==> src/rtl/inst_fetch_if.sv <==
// Instruction-memory request/response bundle for inst_fetch.
// master = fetch unit, slave = instruction memory.
interface inst_fetch_if;
    logic        imem_req_valid;
    logic        imem_req_ready;
    logic [31:0] imem_req_addr;
    logic        imem_rsp_valid;
    logic [31:0] imem_rsp_data;

    modport master (
        output imem_req_valid,
        output imem_req_addr,
        input  imem_req_ready,
        input  imem_rsp_valid,
        input  imem_rsp_data
    );

    modport slave (
        input  imem_req_valid,
        input  imem_req_addr,
        output imem_req_ready,
        output imem_rsp_valid,
        output imem_rsp_data
    );
endinterface

==> src/rtl/inst_fetch.sv <==
// Single-outstanding instruction fetch stage with redirect/flush handling.
// Define INST_FETCH_ALIGN_CHK_EN to halt and flag misaligned redirects.
module inst_fetch #(
    parameter logic [31:0] RESET_PC = 32'h0000_0000
) (
    input  logic         clk,
    input  logic         rst,
    inst_fetch_if.master imem,
    input  logic         redirect_valid,
    input  logic [31:0]  redirect_pc,
    input  logic         id_ready,
    output logic         id_valid,
    output logic [31:0]  id_inst,
    output logic [31:0]  id_pc,
    output logic [31:0]  id_pc4,
    output logic         fetch_fault
);

    localparam logic [1:0] S_REQ  = 2'd0;
    localparam logic [1:0] S_WAIT = 2'd1;
    localparam logic [1:0] S_DROP = 2'd2;
    localparam logic [1:0] S_HOLD = 2'd3;

    logic [1:0]  state_q, state_d;
    logic [31:0] pc_q, pc_d;
    logic        id_valid_q, id_valid_d;
    logic [31:0] id_inst_q, id_inst_d;
    logic [31:0] id_pc_q, id_pc_d;
    logic        fault_q, fault_d;

    logic [31:0] redir_pc;
    logic        redir_bad;
    logic        req_valid;
    logic        req_hs;
    logic        rsp;

    // The PC register never holds a misaligned value, even when faulted.
    assign redir_pc = {redirect_pc[31:2], 2'b00};

`ifdef INST_FETCH_ALIGN_CHK_EN
    assign redir_bad = (redirect_pc[1:0] != 2'b00);
`else
    logic unused_redir_lsb;
    assign unused_redir_lsb = ^redirect_pc[1:0];
    assign redir_bad = 1'b0;
`endif

    assign req_valid = (state_q == S_REQ) && !fault_q && !rst;
    assign req_hs    = req_valid && imem.imem_req_ready;
    assign rsp       = imem.imem_rsp_valid;

    assign imem.imem_req_valid = req_valid;
    assign imem.imem_req_addr  = pc_q;

    assign id_valid    = id_valid_q;
    assign id_inst     = id_inst_q;
    assign id_pc       = id_pc_q;
    assign id_pc4      = id_pc_q + 32'd4;
    assign fetch_fault = fault_q;

    always_comb begin
        state_d    = state_q;
        pc_d       = pc_q;
        id_valid_d = id_valid_q;
        id_inst_d  = id_inst_q;
        id_pc_d    = id_pc_q;
        fault_d    = fault_q;
        if (redirect_valid) begin
            // A request accepted or still in flight must be drained.
            pc_d       = redir_pc;
            id_valid_d = 1'b0;
            fault_d    = redir_bad;
            unique case (state_q)
                S_REQ:  state_d = req_hs ? S_DROP : S_REQ;
                S_WAIT: state_d = rsp ? S_REQ : S_DROP;
                S_DROP: state_d = rsp ? S_REQ : S_DROP;
                S_HOLD: state_d = S_REQ;
            endcase
        end else begin
            unique case (state_q)
                S_REQ: begin
                    if (req_hs) begin
                        state_d = S_WAIT;
                    end
                end
                S_WAIT: begin
                    if (rsp) begin
                        id_inst_d  = imem.imem_rsp_data;
                        id_pc_d    = pc_q;
                        id_valid_d = 1'b1;
                        pc_d       = pc_q + 32'd4;
                        state_d    = S_HOLD;
                    end
                end
                S_DROP: begin
                    if (rsp) begin
                        state_d = S_REQ;
                    end
                end
                S_HOLD: begin
                    if (id_valid_q && id_ready) begin
                        id_valid_d = 1'b0;
                        state_d    = S_REQ;
                    end
                end
            endcase
        end
    end

    always_ff @(posedge clk) begin
        if (rst) begin
            state_q    <= S_REQ;
            pc_q       <= RESET_PC;
            id_valid_q <= 1'b0;
            id_inst_q  <= 32'h0;
            id_pc_q    <= 32'h0;
            fault_q    <= 1'b0;
        end else begin
            state_q    <= state_d;
            pc_q       <= pc_d;
            id_valid_q <= id_valid_d;
            id_inst_q  <= id_inst_d;
            id_pc_q    <= id_pc_d;
            fault_q    <= fault_d;
        end
    end

endmodule

==> src/flat_wrapper.sv <==
// flat-port wrapper written by rule: the top's interface ports become plain ports
module inst_fetch_flat 
#(
    parameter logic [31:0] RESET_PC = 32'h0000_0000
)
  (clk, rst, redirect_valid, redirect_pc, id_ready, id_valid, id_inst, id_pc, id_pc4, fetch_fault, imem_imem_req_valid, imem_imem_req_addr, imem_imem_req_ready, imem_imem_rsp_valid, imem_imem_rsp_data);
  inst_fetch_if imem_i ();
  input  logic clk;
  input  logic rst;
  input  logic redirect_valid;
  input  logic [31:0] redirect_pc;
  input  logic id_ready;
  output logic id_valid;
  output logic [31:0] id_inst;
  output logic [31:0] id_pc;
  output logic [31:0] id_pc4;
  output logic fetch_fault;
  output wire logic [$bits(imem_i.imem_req_valid)-1:0] imem_imem_req_valid;
  output wire logic [$bits(imem_i.imem_req_addr)-1:0] imem_imem_req_addr;
  input wire logic [$bits(imem_i.imem_req_ready)-1:0] imem_imem_req_ready;
  input wire logic [$bits(imem_i.imem_rsp_valid)-1:0] imem_imem_rsp_valid;
  input wire logic [$bits(imem_i.imem_rsp_data)-1:0] imem_imem_rsp_data;
  assign imem_imem_req_valid = imem_i.imem_req_valid;
  assign imem_imem_req_addr = imem_i.imem_req_addr;
  assign imem_i.imem_req_ready = imem_imem_req_ready;
  assign imem_i.imem_rsp_valid = imem_imem_rsp_valid;
  assign imem_i.imem_rsp_data = imem_imem_rsp_data;
  inst_fetch #(.RESET_PC(RESET_PC)) u_core (.clk(clk), .rst(rst), .imem(imem_i), .redirect_valid(redirect_valid), .redirect_pc(redirect_pc), .id_ready(id_ready), .id_valid(id_valid), .id_inst(id_inst), .id_pc(id_pc), .id_pc4(id_pc4), .fetch_fault(fetch_fault));
endmodule
==> config.mk <==
export PLATFORM = sky130hd
export DESIGN_NAME = inst_fetch_flat
export DESIGN_NICKNAME = d
export VERILOG_FILES = /design/src/rtl/inst_fetch_if.sv /design/src/rtl/inst_fetch.sv /design/src/flat_wrapper.sv
export SDC_FILE = /design/constraint.sdc
export NUM_CORES = 1
export LEC_CHECK = 0
export ABC_AREA = 0
export CORE_MARGIN = 1
export CORE_UTILIZATION = 39
export DETAILED_ROUTE_END_ITERATION = 8
export PLACE_DENSITY = 0.83
export SYNTH_ARGS = -nofsm -noshare
export SYNTH_HDL_FRONTEND = slang
export SYNTH_SLANG_ARGS = --single-unit
export TNS_END_PERCENT = 50
==> constraint.sdc <==
create_clock -name clk -period 1.8 [get_ports clk]
set_input_delay 0.36 -clock clk [delete_from_list [all_inputs] [get_ports clk]]
set_output_delay 0.36 -clock clk [all_outputs]
set_load 0.02 [all_outputs]
==> summary.md <==
| Metric | Value |
|---|---|
| Power density cells | `598 nW/um^2` |
| Crit path time final | `2.18 ns` |
| Synth Register Bits | `95` |
| Starting Density | `39.9%` |
| Filler cell count | `914` |
| Nets | `955` |
| Req. time, crit path | `1.44 ns` |
| CTS H-tree lvls | `3` |
| Full die area | `12700 um^2` |
| Leakage Power | `3.67 nW` |
| Global placement routability congestion | `0.899` |
| Final hold slack | `0.371 ns` |
| Final Skew | `0.00671 ns` |
| RSZ-0062 raised after global routing | `true` |
| Gr usage total | `26.2%` |
| Synth Warn # | `0` |
| IO Port Bufs | `191` |
| Top cells by area, synth | `dfxtp_1, nand2_1, a21oi_1` |
| Area growth syn-to-layout | `75.2%` |
| Worst-path fanout max | `8` |
| DRC errors left | `0` |
| Total negative slack | `-6.72 ns` |
| Core area | `12000 um^2` |
| Violated checks | `setup timing` |
| Fin crit share | `121%` |
| Die Height | `113 um` |
| ANT nets after route | `0` |
| Maximum vdd ir drop | `0.415 mV` |
| Average wire per standard cell | `16.2 um` |
| CP endpoint kind | `output port` |
| Sink Count | `95` |
| Slew Limit Fails | `0` |
| Vias in the first global route | `5504` |
| Cell taking the most area after synthesis | `dfxtp_1` |
| Met3 Resource Use GR | `5.13%` |
| GRT busiest layer | `met2` |
| Placed Cells | `1004` |
| Worst Path Arrival | `1.82 ns` |
| DP HPWL | `12.5 mm` |
| GR Layer Usage met2 | `46.0%` |
| Ys flop type | `dfxtp_1` |
| # IOs | `201` |
| Outcome | `finished with violations` |
| Post-synth EDFFs | `0` |
| Routed via count | `5570` |
| Post-route insts no fill | `1030` |
| Largest net degree at the start of global routing | `55` |
| Syn Inst Count | `611` |
| Die width | `113 um` |
| TritonCTS Buffers | `9` |
| Clock root buffer | `clkbuf_16` |
| Synthesized area per cell | `7.81 um^2` |
| Worst skew pair latency | `0.34 ns` |
| Share of layout cells above drive strength 1 | `29.9%` |
| Distinct cells, synth | `51` |
| Share of the synthesized area in the top cell type | `39.8%` |
| Max Cap Violations | `0` |
| GRT Residual Overflow | `0` |
| Final setup viols | `27` |
| Hold WC Path Type | `primary input to flip-flop` |
| Drt first pass iters | `5` |
| Post-Syn Area | `4770 um^2` |
| First-pass GRT wire length | `26.7 mm` |
| Seq/Total Area, Yosys | `39.8%` |
| Worst slew margin | `60.6%` |
| CTS tree | `built` |
| CTS Buffer Depth | `2` |
| F_max | `459 MHz` |
| 1st-iter DRT viols | `412` |
| Asr flop ratio synth | `0%` |
| WL final | `16.7 mm` |
| CTS clk-pin slew, worst paths | `0.07 ns` |
| Worst Tran Pin Value | `0.591 ns` |
| Via density | `5.41` |
| Worst setup margin | `-0.379 ns` |
| Initial antenna violation count | `0` |
| Final hold violation count | `0` |
| Grt met1 use | `31.1%` |
| Diode count | `0` |
| Rows | `40` |
| Startpoint class of the critical path | `flip-flop` |
| WS Path Type | `flip-flop to output port` |
-- flip-flops by register name (all words and copies together), names as in the netlist --
| signal | count |
|---|---|
| u_core.id_inst | 32 |
| u_core.id_pc | 30 |
| u_core.id_valid | 1 |
| u_core.imem.imem_req_addr | 30 |
| u_core.state_q | 2 |
-- metal layers --
metal	wire [um]	up-vias
li1	-	2685
met1	6760	2616
met2	8410	235
met3	1080	34
met4	422	0
met5	0	-
-- synthesized netlist by cell type (9+ instances only) --
cell,instances
nand2_1,145
dfxtp_1,95
a21oi_1,68
clkbuf_1,34
nor2_1,32
xnor2_1,30
nand3_1,27
nand4_1,24
a211oi_1,16
inv_1,14
and4_1,13
buf_4,10
xor2_1,10
nor4_1,9
-- critical path, cell delays in order (launching register included) --
cell and delay [ns]:
dfxtp_4 0.35, nand4_1 0.10, buf_6 0.15, nor4_4 0.26
buf_6 0.17, nand4_1 0.13, xnor2_2 0.16, buf_4 0.15
-- final cells by class --
cell class | count | area [um^2] | share of cell area [%]
tap | 147 | 184 | 2.20
clock inverter | 7 | 78.8 | 0.942
timing repair buffer | 297 | 2760 | 33.0
multi-input combinational | 461 | 3030 | 36.2
inverter | 14 | 57.6 | 0.688
sequential | 95 | 2040 | 24.4
clock buffer | 9 | 225 | 2.69
-- where the power goes --
part / switching, mW / internal, mW / leakage, nW / total [mW]
combinational: 0.410 / 0.415 / 2.72 / 0.825
sequential: 0.0733 / 2.14 / 0.803 / 2.22
clock: 0.865 / 1.09 / 0.147 / 1.96
total: 1.35 / 3.65 / 3.67 / 5.00
-- cells by family after synthesis --
| kind of cell | after synthesis | share of synthesized area [%] |
|---|---|---|
| AO/OA/AOI/OAI | 120 | 15.8 |
| multiplexers | 1 | 0.210 |
| XOR/XNOR | 40 | 7.34 |
| other | 1 | 0.0785 |
| buffers and inverters | 61 | 5.76 |
| adder cells (fa/ha/maj) | 7 | 1.83 |
| AND/OR/NAND/NOR | 286 | 29.2 |
| flip-flops | 95 | 39.8 |
-- path summary, 6_finish.rpt --
path	endpoint	cells past startpoint	slack (ns)	start
min reg2reg	u_core.id_inst[1]	2	0.46	u_core.id_inst[1]
max reg2reg	u_core.imem.imem_req_addr[24]	6	0.01	u_core.state_q[1]
min	u_core.state_q[1]	4	0.37	rst
max	id_pc4[28]	7	-0.38	u_core.id_pc[10]
-- cell usage in the layout (no fill, tap or decap), types with 7 or more instances in the layout --
master           count
nand3_2              8
nand2_1            142
clkdlybuf4s50_1    114
nand3_1             17
clkbuf_16            9
buf_6               10
conb_1               7
inv_1               12
xor2_1              10
xnor2_1             13
dlymetal6s2s_1      21
and4_1               9
dfxtp_4             29
buf_4              115
a21oi_1             68
xnor2_2             17
dfxtp_2             22
nand4_1             24
nor4_1               8
a211oi_1            16
nor3_1               7
nor2_1              27
and3_1               8
dlygate4sd2_1       26
dfxtp_1             44
-- through the flow --
| stage | utilization [%] | total power, mW | worst slack (ns) | instance area, um^2 |
|---|---|---|---|---|
| after floorplan | - | 2.62 | -0.154 | 5170 |
| after global placement | 65.4 | 3.04 | -0.512 | 7820 |
| after detailed placement | 65.4 | 3.06 | -0.552 | 7820 |
| after CTS | 68.1 | 4.98 | -0.415 | 8150 |
| after global routing | 69.9 | 5.17 | -0.468 | 8370 |
| final | 69.9 | 5.00 | -0.379 | 8370 |
-- what timing repair did --
item	CTS	global route
hold buffers	0	0
gates cloned	0	0
buffers inserted	4	7
pin swaps	32	12
endpoints found under the hold margin	0	0
resized for setup	194	50
endpoints found under the setup margin	61	61
Power figures use the tool's default switching activity.
